[config.mk]
export PLATFORM = sky130hd
export DESIGN_NAME = spi_reg_target
export DESIGN_NICKNAME = d
export VERILOG_FILES = /design/src/rtl/spi_reg_pkg.sv /design/src/rtl/spi_reg_target_sync.sv /design/src/rtl/spi_reg_target.sv
export SDC_FILE = /design/constraint.sdc
export NUM_CORES = 1
export LEC_CHECK = 0
export CAP_MARGIN = 20
export CORE_UTILIZATION = 53
export CTS_CLUSTER_DIAMETER = 50
export DETAILED_ROUTE_END_ITERATION = 10
export PLACE_DENSITY_LB_ADDON = 0.2
export SLEW_MARGIN = 10
export SYNTH_ARGS = -nofsm -noshare
export SYNTH_HDL_FRONTEND = slang
export SYNTH_SLANG_ARGS = --single-unit
[constraint.sdc]
create_clock -name clk -period 2.2 [get_ports clk]
set_input_delay 0.66 -clock clk [delete_from_list [all_inputs] [get_ports clk]]
set_output_delay 0.66 -clock clk [all_outputs]
set_load 0.005 [all_outputs]
[src/rtl/spi_reg_pkg.sv]
// Shared types and constants for the SPI register target.
package spi_reg_pkg;

    typedef enum logic [1:0] {IDLE, CMD, DATA} spi_tgt_state_e;

    localparam int CMD_RW_BIT = 7;
    localparam int BYTE_BITS  = 8;

endpackage

[src/rtl/spi_reg_target_sync.sv]
// Two-flop synchroniser with rise/fall strobes for one asynchronous SPI pin.
module spi_pin_sync
    import spi_reg_pkg::*;
#(
    parameter logic RST_LVL = 1'b0
) (
    input  logic clk,
    input  logic rst_n,
    input  logic i_pin,
    output logic o_level,
    output logic o_rise,
    output logic o_fall
);

    logic r_meta;
    logic r_sync;
    logic r_prev;

    // Reset to the pin's idle level so no edge is seen right after reset
    always_ff @(posedge clk or negedge rst_n) begin
        if (!rst_n) begin
            r_meta <= RST_LVL;
            r_sync <= RST_LVL;
            r_prev <= RST_LVL;
        end else begin
            r_meta <= i_pin;
            r_sync <= r_meta;
            r_prev <= r_sync;
        end
    end

    assign o_level = r_sync;
    assign o_rise  = r_sync & ~r_prev;
    assign o_fall  = ~r_sync & r_prev;

endmodule

[src/rtl/spi_reg_target.sv]
// SPI target with an 8-bit register bank; command byte then data bytes, MSB first.
// Define SPI_REG_AUTOINC_EN to step the address after every data byte (burst access).
module spi_reg_target
    import spi_reg_pkg::*;
#(
    parameter int         NREGS   = 8,
    parameter int         ADDR_W  = $clog2(NREGS),
    parameter logic       CPOL    = 1'b0,
    parameter logic       CPHA    = 1'b0,
    parameter logic [7:0] RST_VAL = 8'h00
) (
    input  logic                 clk,
    input  logic                 rst_n,
    input  logic                 ssn,
    input  logic                 scki,
    input  logic                 mosii,
    output logic                 misoo,
    output logic                 misooe,
    output logic [NREGS*8-1:0]   reg_q,
    output logic                 wr_stb,
    output logic [ADDR_W-1:0]    wr_addr,
    output logic [7:0]           wr_data,
    output logic                 frame_done
);

    localparam int                CNT_W    = $clog2(BYTE_BITS);
    localparam logic [CNT_W-1:0]  LAST_BIT = CNT_W'(BYTE_BITS - 1);
`ifdef SPI_REG_AUTOINC_EN
    localparam logic AUTOINC = 1'b1;
`else
    localparam logic AUTOINC = 1'b0;
`endif

    logic w_ssnLevel, w_ssnRise, w_ssnFall;
    logic w_unusedSckLevel, w_sckRise, w_sckFall;
    logic w_mosi, w_unusedMosiRise, w_unusedMosiFall;

    spi_pin_sync #(.RST_LVL(1'b1)) u_ssnSync (
        .clk(clk), .rst_n(rst_n), .i_pin(ssn),
        .o_level(w_ssnLevel), .o_rise(w_ssnRise), .o_fall(w_ssnFall)
    );

    spi_pin_sync #(.RST_LVL(CPOL)) u_sckSync (
        .clk(clk), .rst_n(rst_n), .i_pin(scki),
        .o_level(w_unusedSckLevel), .o_rise(w_sckRise), .o_fall(w_sckFall)
    );

    spi_pin_sync #(.RST_LVL(1'b0)) u_mosiSync (
        .clk(clk), .rst_n(rst_n), .i_pin(mosii),
        .o_level(w_mosi), .o_rise(w_unusedMosiRise), .o_fall(w_unusedMosiFall)
    );

    spi_tgt_state_e r_state, w_nextState;

    logic [CNT_W-1:0]     r_bitCnt;
    logic [BYTE_BITS-1:0] r_shiftIn;
    logic [BYTE_BITS-1:0] r_shiftOut;
    logic                 r_rw;
    logic [ADDR_W-1:0]    r_addr;
    logic                 r_first;
    logic                 r_misoo;
    logic                 r_misooe;
    logic                 r_wrStb;
    logic [ADDR_W-1:0]    r_wrAddr;
    logic [7:0]           r_wrData;
    logic                 r_frameDone;
    logic [7:0]           r_regs [NREGS];

    logic                 w_lead, w_trail, w_sample, w_shift, w_byteLast;
    logic                 w_cmdDone, w_dataDone, w_frameEnd, w_regWe;
    logic [BYTE_BITS-1:0] w_byte;
    logic [ADDR_W-1:0]    w_cmdAddr, w_nextAddr;

    // Leading edge leaves CPOL; CPHA picks which edge samples and which shifts
    assign w_lead     = CPOL ? w_sckFall : w_sckRise;
    assign w_trail    = CPOL ? w_sckRise : w_sckFall;
    assign w_sample   = CPHA ? w_trail : w_lead;
    assign w_shift    = CPHA ? w_lead : w_trail;
    assign w_byte     = {r_shiftIn[BYTE_BITS-2:0], w_mosi};
    assign w_byteLast = w_sample && (r_bitCnt == LAST_BIT);
    assign w_cmdAddr  = w_byte[ADDR_W-1:0];
    assign w_nextAddr = r_addr + ADDR_W'(1);
    assign w_regWe    = w_dataDone && !r_rw && (AUTOINC || r_first);

    always_ff @(posedge clk or negedge rst_n) begin
        if (!rst_n) r_state <= IDLE;
        else        r_state <= w_nextState;
    end

    // A byte finishing in the same clk as ssn rising still completes
    always_comb begin
        w_nextState = r_state;
        w_cmdDone   = 1'b0;
        w_dataDone  = 1'b0;
        w_frameEnd  = 1'b0;
        case (r_state)
            IDLE: if (w_ssnFall) w_nextState = CMD;
            CMD: begin
                if (w_byteLast) begin
                    w_cmdDone   = 1'b1;
                    w_nextState = DATA;
                end
            end
            DATA:    if (w_byteLast) w_dataDone = 1'b1;
            default: w_nextState = IDLE;
        endcase
        if (w_ssnRise && (r_state != IDLE)) begin
            w_nextState = IDLE;
            w_frameEnd  = 1'b1;
        end
    end

    always_ff @(posedge clk or negedge rst_n) begin
        if (!rst_n) begin
            for (int i = 0; i < NREGS; i++) r_regs[i] <= RST_VAL;
        end else if (w_regWe) begin
            r_regs[r_addr] <= w_byte;
        end
    end

    always_ff @(posedge clk or negedge rst_n) begin
        if (!rst_n) begin
            r_bitCnt    <= '0;
            r_shiftIn   <= '0;
            r_shiftOut  <= '0;
            r_rw        <= 1'b0;
            r_addr      <= '0;
            r_first     <= 1'b0;
            r_misoo     <= 1'b0;
            r_misooe    <= 1'b0;
            r_wrStb     <= 1'b0;
            r_wrAddr    <= '0;
            r_wrData    <= '0;
            r_frameDone <= 1'b0;
        end else begin
            r_wrStb     <= w_regWe;
            r_frameDone <= w_frameEnd;
            r_misooe    <= ~w_ssnLevel;
            if (w_regWe) begin
                r_wrAddr <= r_addr;
                r_wrData <= w_byte;
            end
            if (r_state == IDLE) begin
                if (w_ssnFall) begin
                    r_bitCnt   <= '0;
                    r_shiftIn  <= '0;
                    r_shiftOut <= '0;
                    r_misoo    <= 1'b0;
                end
            end else begin
                if (w_sample) begin
                    r_shiftIn <= w_byte;
                    r_bitCnt  <= r_bitCnt + CNT_W'(1);
                end
                if (w_cmdDone) begin
                    r_rw       <= w_byte[CMD_RW_BIT];
                    r_addr     <= w_cmdAddr;
                    r_first    <= 1'b1;
                    r_shiftOut <= w_byte[CMD_RW_BIT] ? r_regs[w_cmdAddr] : '0;
                end
                // Without auto-increment, bytes after the first read back as zero
                if (w_dataDone) begin
                    r_first    <= 1'b0;
                    if (AUTOINC) r_addr <= w_nextAddr;
                    r_shiftOut <= AUTOINC ? r_regs[w_nextAddr] : '0;
                end
                if (w_shift && (r_state == DATA) && r_rw) begin
                    r_misoo    <= r_shiftOut[BYTE_BITS-1];
                    r_shiftOut <= {r_shiftOut[BYTE_BITS-2:0], 1'b0};
                end
                if (w_ssnRise) begin
                    r_bitCnt  <= '0;
                    r_shiftIn <= '0;
                    r_misoo   <= 1'b0;
                end
            end
        end
    end

    for (genvar gi = 0; gi < NREGS; gi++) begin : gRegQ
        assign reg_q[8*gi +: 8] = r_regs[gi];
    end

    assign misoo      = r_misoo;
    assign misooe     = r_misooe;
    assign wr_stb     = r_wrStb;
    assign wr_addr    = r_wrAddr;
    assign wr_data    = r_wrData;
    assign frame_done = r_frameDone;

endmodule

Word level (Yosys, flattened, before mapping)
Index checks and enable logic that the tools add are counted.
- flip-flop bits (word level): 112
- input port bits: 5
- output and inout bits: 79
- $add $sub $neg: 1
- order comparisons: 3
- eq/ne operators: 7
- muxes and demuxes: 33
- bitwise operators: 11
- reductions and logical operators: 20
- operators with widths (cell ; number):
    8-bit two-way mux ; 9
    64-bit bitwise mux ; 1
    8-bit binary-select mux with 3-bit select ; 1
    8-bit demux with 3-bit select ; 1
    7-bit two-way mux ; 3
    3-bit two-way mux ; 4
    1-bit two-way mux ; 10
    2-bit AND reduction ; 5
    4-bit >= comparator (second input constant) ; 2
    3-bit NOT with 4-bit output ; 2
    1-bit logical AND ; 7
    2-bit two-way mux ; 3
    2-bit one-hot mux with 3 select lines ; 1
    3-bit nonzero test ; 2
    1-bit NOT ; 5
    1-bit AND ; 4
    4-bit by 1-bit less-than comparator with 1-bit output (second input constant) ; 1
    2-bit nonzero test ; 2
    4-bit nonzero test ; 1
    3-bit by 1-bit adder with 3-bit output (second input constant) ; 1
    3-bit == test (second input constant) ; 1
    3-bit by 2-bit inequality test with 1-bit output (second input constant) ; 1
    3-bit inequality test (second input constant) ; 1
    3-bit AND reduction ; 1
    6 further kinds ; 6

Depth between registers and ports, before layout
Gate-level depths: netlist (run 1).
- word-level depth: 9
- gate-level depth with buffers: 8

Modules after synthesis
Synthesis (run 1) repeated with hierarchy kept, for this count alone.
- cell total of the unflattened synthesis: 324
- area, all modules: 5058.6 um^2
- by module, submodules not included (module ; instances ; cells each ; area each (um^2)):
    spi_reg_target ; 1 ; 309 ; 4784.6
    spi_pin_sync (u_mosiSync ...) ; 2 ; 5 ; 90.1
    spi_pin_sync (u_ssnSync) ; 1 ; 5 ; 93.8

Least setup slack after synthesis (run 1)
OpenSTA, ideal clock, no wires.
- kind: reg2reg
- start point: register r_bitCnt[0]
- end point: register r_regs (netlist bit reg_q[10])
- library setup time: 0.125 ns
- arrival: 1.838 ns
- required time: 2.075 ns
- slack: 0.238 ns
- stages on the path, launching flop included: 9
- buffers on the path: 2
- cells stage by stage: dfrtp_1 ha_1 ha_1 nand3b_4 nor4_4 buf_6 and4bb_1 buf_6 mux2_2
- cells in the longest elaborated chain, start to end: 6
- RTL lines (item ; RTL line ; text):
    from (decl) ; spi_reg_target.sv:55 ; logic [CNT_W-1:0] r_bitCnt;
    from (signal assigned) ; spi_reg_target.sv:153 ; r_bitCnt <= r_bitCnt + CNT_W'(1);
    3-bit == test ; spi_reg_target.sv:80 ; assign w_byteLast = w_sample && (r_bitCnt == LAST_BIT);
    1-bit logical AND ; spi_reg_target.sv:80 ;
    1-bit two-way mux ; spi_reg_target.sv:104 ; DATA: if (w_byteLast) w_dataDone = 1'b1;
    1-bit two-way mux ; spi_reg_target.sv:96 ; case (r_state)
    1-bit logical AND (2 in a row) ; spi_reg_target.sv:83 ; assign w_regWe = w_dataDone && !r_rw && (AUTOINC || r_first);
    to (signal, indexed assignment) ; spi_reg_target.sv:117 ; r_regs[r_addr] <= w_byte;
    to (decl) ; spi_reg_target.sv:67 ; logic [7:0] r_regs [NREGS];
Every way passes these cells.
A chain may end at the register's enable or synchronous reset.

Final worst setup path (run 1)
Ends and elaborated chain as after synthesis.

==> results of run 1 <==
-- layout make-up --
| type | instances | area (um^2) |
|---|---|---|
| tap | 108 | 135 |
| clock buffer | 11 | 141 |
| timing repair buffer | 99 | 1050 |
| inverter | 4 | 15.0 |
| fill | 650 | 2680 |
| multi-input combinational | 168 | 1850 |
| clock inverter | 5 | 38.8 |
| sequential | 112 | 2810 |
-- worst max-delay path by stage --
stage / end / cells after the start / startpoint
3_3_place_gp: reg_q[13] / 6 / r_bitCnt[0]
2_1_floorplan: reg_q[10] / 8 / r_bitCnt[0]
3_5_place_dp: reg_q[14] / 6 / r_bitCnt[0]
5_1_grt: reg_q[18] / 8 / r_bitCnt[0]
6_report: reg_q[10] / 7 / r_bitCnt[0]
4_1_cts: reg_q[22] / 7 / r_bitCnt[0]
-- per-layer routing --
metal	up-vias	wire, um	GRT usage, %
met5	-	0	0
met4	0	114	7.58
met3	7	701	5.25
met2	96	5020	36.4
met1	1594	4870	35.3
li1	1334	-	-
-- synthesized netlist by cell type, types with 2 or more instances --
library cell / instances
nand2b_1: 3
and4bb_1: 2
buf_4: 4
mux2_1: 10
a21o_1: 2
a21oi_1: 3
a221o_1: 7
buf_6: 4
mux4_2: 16
nor2_1: 7
a22o_1: 17
clkbuf_1: 10
mux2_2: 68
and4b_1: 2
o21ai_0: 3
inv_1: 4
dfstp_2: 3
ha_1: 2
nand2_1: 4
nor3_1: 3
buf_2: 3
nand3_1: 3
dfrtp_1: 109
-- per-stage QoR --
step	util (%)	setup TNS, ns	cells	hold slack, ns	worst slack, ns
floorplan	-	0	306	0.331	0.238
global placement	67.0	0	490	0.335	0.100
detailed placement	67.0	-0.119	490	0.342	-0.0112
CTS	69.1	0	506	0.289	0.0191
global route	69.3	0	507	0.291	0.0324
finish	69.3	0	507	0.269	0.148
-- state kept, by name, summed over array words and instances, names as in the netlist, 2 cells and up --
register / cells
reg_q: 64
r_shiftOut: 8
wr_data: 8
r_shiftIn: 7
r_addr: 3
r_bitCnt: 3
wr_addr: 3
r_state: 2
-- power breakdown --
part | leakage, nW | internal (mW) | switching, mW
registers | 1.54 | 2.08 | 0.0248
clock network | 0.0903 | 0.452 | 0.690
logic | 1.21 | 0.0803 | 0.137
-- worst max-delay path, delay by kind of cell, from the launching register on --
kind | cells | cell delay, ns
flops | 1 | 0.38
simple gates | 3 | 0.63
mux | 1 | 0.37
buf+inv | 1 | 0.18
fa+ha+maj | 2 | 0.38
-- logic make-up after synthesis --
kind of cell / after synthesis / synth area share [%]
AO/OA/AOI/OAI: 35 / 6.18
adder cells (fa/ha/maj): 2 / 0.522
buffers and inverters: 26 / 3.05
flip-flops: 112 / 58.5
multiplexers: 94 / 25.8
AND/OR/NAND/NOR: 37 / 5.90
-- what timing repair did --
action / CTS / global route
pin swaps: 0 / 1
endpoints found under the setup margin: 16 / 63
hold buffers: 0 / 0
setup buffers: 0 / 1
gates resized for setup: 2 / 2
==> impl_results.md, run 1 <==
* Outcome: completed
* Cell Area, Placed at 5840 um^2
* Max FO, Critical Path at 8
* Critical path's largest stage delay at 0.40 ns
* Yosys reg bits at 112
* Die area at 9430 um^2
* Wirelength per Cell at 21.1 um
* Final Hold Viols at 0
* Via-per-instance ratio at 5.98
* Finished layout cell area at 6040 um^2
* Crit-path cells: ha_1, ha_1, nand3b_4, nor4_4, buf_4, and4bb_2, mux2_2
* Required time of the critical path at 2.46 ns
* CTS sink count at 112
* First-pass GRT wire length at 17200 um
* Main synth FF type: dfrtp_1
* Syn Area/Cell at 15.7 um^2
* Leading cell types in the layout, fill and taps excluded: dfrtp_1, clkdlybuf4s50_1, mux2_2
* FP Rows at 34
* CTS tree: built
* Hpwl dp at 7260 um
* Largest area contributor in the netlist: dfrtp_1
* Antenna-violating nets left at 0
* Power Total at 3.47 mW
* Mapped Area at 4800 um^2
* Initial antenna violation count at 0
* Post-synthesis cell count at 306
* Ant diodes at 0
* Reg2reg path depth at 7
* Port Buffers at 83
* CP Data Arrival Time at 2.32 ns
* CTS H-tree depth at 3
* Vias in the first global route at 3050
* Area grow syn2layout at 26.0%
* Yosys warns at 0
* Clk_lat worst skew at 0.38 ns
* Routed WL at 10700 um
* Clock root cell: clkbuf_8
* Gpl congestion at 0.788
* Core area at 8720 um^2
* DR iter-0 viols at 101
* Number of synthesized flops with an enable pin at 0
* Final Skew at 0.0168 ns
* Clock slew seen by the registers of the worst setup and hold paths at 0.11 ns
* Die X at 97.1 um
* Final min period at 2.05 ns
* Flop2flop setup slack at 0.15 ns
* Worst ir drop on vdd at 0.000430 V
* CP dominant cell by count: ha_1
* Worst-margin pin slew at 0.608 ns
* Fmax at 0.487 GHz
* Final cycle utilization of the critical path at 93.3%
* Seq/Total Area, Yosys at 58.5%
* Ys async rst share at 100%
* WS Path Type: register to register
* Die H at 97.1 um
* Setup violators final at 0
* Largest net degree at the start of global routing at 42
* Slew margin rel. at 59.5%
* Slowest CP cell: and4bb_2
* GRT Residual Overflow at 0
* Nets at 401
* Initial DRT Pass Iterations at 4
* Max cap viols at 0
* Hold WC Path Type: input port to async pin
* Commonest non-fill, non-tap cell in the layout: dfrtp_1
* Netlist cell types at 40
* Via count of the routed design at 3031
* RSZ-0062 raised after global routing: false
* Power per Cell Area at 574 nW/um^2
* GRT Total Usage at 24.1%
* Startpoint Class: register
* Leak at 2.83 nW
* Top cell type's share of synthesized area at 56.9%
* Num ports at 84
* Net count after synthesis at 313
* Initial Utilization at 55.0%
* Synth top area cells: dfrtp_1, mux2_2, mux4_2, a22o_1, mux2_1
* Slew Viols, Final at 0
* Share of layout cells above drive strength 1 at 32.8%
* Clock Path Buffers at 2
* Worst r2r src: r_bitCnt[0]
* DRC viols at 0
* Worst r2r dst: reg_q[10]
* Setup crit end kind: register
* CTS Buf Count at 9
No activity file was read; power rests on OpenSTA's default activity.
==> inputs of run 2 (changes only) <==
--- a/config.mk
+++ b/config.mk
@@ -5,12 +5,11 @@
 export SDC_FILE = /design/constraint.sdc
 export NUM_CORES = 1
 export LEC_CHECK = 0
-export CAP_MARGIN = 20
 export CORE_UTILIZATION = 53
 export CTS_CLUSTER_DIAMETER = 50
 export DETAILED_ROUTE_END_ITERATION = 10
 export PLACE_DENSITY_LB_ADDON = 0.2
-export SLEW_MARGIN = 10
+export SLEW_MARGIN = 20
 export SYNTH_ARGS = -nofsm -noshare
 export SYNTH_HDL_FRONTEND = slang
 export SYNTH_SLANG_ARGS = --single-unit
==> constraint.sdc (replaced) <==
create_clock -name clk -period 2.2 [get_ports clk]
set_input_delay 0.44 -clock clk [delete_from_list [all_inputs] [get_ports clk]]
set_output_delay 0.44 -clock clk [all_outputs]
set_load 0.005 [all_outputs]
==> impl_results.md, run 2 (synthesis results as in run 1) <==
* Outcome: completed
* Worst hold margin at 0.0337 ns (-0.236 ns)
* CTS Hold Bufs at 0 (unchanged)
* Power per Cell Area at 603 nW/um^2 (+5.1%)
* CTS H-tree depth at 3 (unchanged)
* Area grow syn2layout at 27.4%
* Slowest CP cell: dfrtp_1
* Sw Share at 22.8% (-1.8 points)
* Clock slew seen by the registers of the worst setup and hold paths at 0.11 ns (about the same)
* Comb pwr share at 5.9% (-0.4 points)
* Setup violators final at 0 (unchanged)
* Max reg flops at 64 (unchanged)
* Finished layout cell area at 6110 um^2 (+1.1%)
* Sw Pwr at 0.839 mW (-1.5%)
* Setup slack after layout at 0.0952 ns (-0.0529 ns)
* Hpwl dp at 7290 um (+0.33%)
* DP Worst Slack at -0.0312 ns (-0.0200 ns)
* Power Total at 3.68 mW (+6.2%)
* Slew Viols, Final at 0 (unchanged)
* Flop2flop setup slack at 0.1 ns (-0.05 ns)
* WP buf/inv at 2 (+1)
* Worst ir drop on vdd at 0.000391 V (-9.0%)
* Initial DRT Pass Iterations at 4 (unchanged)
* Wirelength per Cell at 20.8 um (-1.6%)
* Power Internal at 2.85 mW (+8.8%)
* CP Data Arrival Time at 2.35 ns (+0.03 ns)
* Gpl congestion at 0.774 (-1.7%)
* First-pass GRT wire length at 17300 um (+0.40%)
* Via count of the routed design at 3018 (-0.43%)
* Post-layout util at 70.0% (+0.76 points)
* Leak at 2.86 nW (+1.0%)
* Max FO, Critical Path at 8 (unchanged)
* Core area at 8720 um^2 (unchanged)
* Vias in the first global route at 3106 (+1.8%)
* Initial antenna violation count at 0 (unchanged)
* Commonest non-fill, non-tap cell in the layout: dfrtp_1
* WS Path Type: register to register
* Via-per-instance ratio at 5.93 (-0.82%)
* Nets at 403 (+0.50%)
* Worst-margin pin slew at 0.807 ns (+0.199 ns)
* CTS sink count at 112 (unchanged)
* Final Non-Filler Cells at 509 (+0.39%)
* Die X at 97.1 um (unchanged)
* Fillers at 607 (-6.6%)
* CTS Buf Count at 9 (unchanged)
* Clk_lat worst skew at 0.37 ns (about the same)
* Crit-path cells: ha_1, ha_2, nand3b_4, nor4_4, buf_4, and4bb_2, buf_12, mux2_1
* Setup crit end kind: register
* Reg2reg path depth at 8 (+1)
* DRC viols at 0 (unchanged)
* Num ports at 84 (unchanged)
* Port Buffers at 83 (unchanged)
* Final Skew at 0.0113 ns (-0.00545 ns)
* Max cap viols at 0 (unchanged)
* Antenna-violating nets left at 0 (unchanged)
* Worst r2r src: r_bitCnt[1]
* Final cycle utilization of the critical path at 95.7% (+2.4 points)
* Cell Area, Placed at 5840 um^2 (about the same)
* GRT Residual Overflow at 0 (unchanged)
* Slew margin rel. at 45.8% (-14 points)
* Top delay family on crit path: simple AND/OR/NAND/NOR gates
* Worst r2r dst: reg_q[34]
* Leading cell types in the layout, fill and taps excluded: dfrtp_1, clkdlybuf4s50_1, mux2_2
* FP Rows at 34 (unchanged)
* RSZ-0062 raised after global routing: true
* Clock root cell: clkbuf_8
* GRT Total Usage at 23.8% (-0.25 points)
* Die area at 9430 um^2 (unchanged)
* Largest net degree at the start of global routing at 42 (unchanged)
* Routed WL at 10600 um (-1.2%)
* Clock Path Buffers at 2 (unchanged)
* Final Hold Viols at 0 (unchanged)
* Clock share of power at 36.9% (+4.0 points)
* Fmax at 0.475 GHz (-2.5%)
* Startpoint Class: register
* Placed insts at 491 (+0.20%)
* Initial Utilization at 55.0% (unchanged)
* Ant diodes at 0 (unchanged)
* DR iter-0 viols at 110 (+8.9%)
* Die H at 97.1 um (unchanged)
* Required time of the critical path at 2.45 ns (about the same)
* Final min period at 2.10 ns (+0.0529 ns)
* CTS tree: built
* Hold WC Path Type: input port to async pin
* Critical path's largest stage delay at 0.37 ns (-0.03 ns)
* Total Negative Setup Slacks at 0 ns (unchanged)
* Sequential Power Share at 57.2% (-3.6 points)
* Share of layout cells above drive strength 1 at 33.9% (+1.1 points)
[run 2: cell types whose count changed in the layout (fill, tap and decap cells not counted), sizes merged]
cell	previous run	this run
clkinvlp	1	0
bufinv	0	2
inv	6	5
clkinv	2	3
buf	17	19
clkbuf	11	10
[run 2: timing repair]
action / 4_1_cts / 5_1_grt
setup buffers: 0 / 2
endpoints found under the hold margin: 0 / 0
gates resized for setup: 2 / 8
endpoints found under the setup margin: 19 / 64
pin swaps: 0 / 1
[run 2: worst max path at each step]
| stage | end | start | cells past startpoint | slack [ns] |
|---|---|---|---|---|
| floorplan | reg_q[10] | r_bitCnt[0] | 8 | 0.24 |
| global placement | reg_q[13] | r_bitCnt[0] | 6 | 0.06 |
| detailed placement | reg_q[12] | r_bitCnt[0] | 6 | -0.03 |
| CTS | reg_q[23] | r_bitCnt[0] | 7 | 0.02 |
| global route | reg_q[34] | r_bitCnt[0] | 8 | 0.007 |
| finish | reg_q[34] | r_bitCnt[1] | 8 | 0.1 |
[run 2: worst register-to-register path, stage by stage (launching register included)]
cell and delay [ns]:
dfrtp_1 0.37, ha_1 0.15, ha_2 0.20, nand3b_4 0.09, nor4_4 0.25, buf_4 0.19
and4bb_2 0.27, buf_12 0.14, mux2_1 0.33
[run 2: layout make-up]
cell class / instances / area [um^2] / share of cell area (%)
tap: 108 / 135 / 2.21
multi-input combinational: 168 / 1860 / 30.5
clock inverter: 6 / 91.3 / 1.50
sequential: 112 / 2810 / 45.9
clock buffer: 10 / 138 / 2.25
timing repair buffer: 101 / 1060 / 17.3
inverter: 4 / 15.0 / 0.246
[run 2: routing by layer]
layer / GRT usage (%) / routed length, um / vias up
li1: - / - / 1332
met1: 35.2 / 4950 / 1585
met2: 36.5 / 5050 / 86
met3: 3.60 / 405 / 15
met4: 8.38 / 168 / 0
met5: 0 / 0 / -
[run 2: power groups by stage]
stage,logic [mW],clock network [mW],registers [mW]
6_report,0.217,1.36,2.11
5_1_grt,0.239,1.46,2.11
4_1_cts,0.214,1.38,2.11
3_5_place_dp,0.213,0,2.15
3_3_place_gp,0.210,0,2.15
2_1_floorplan,0.113,0,2.14
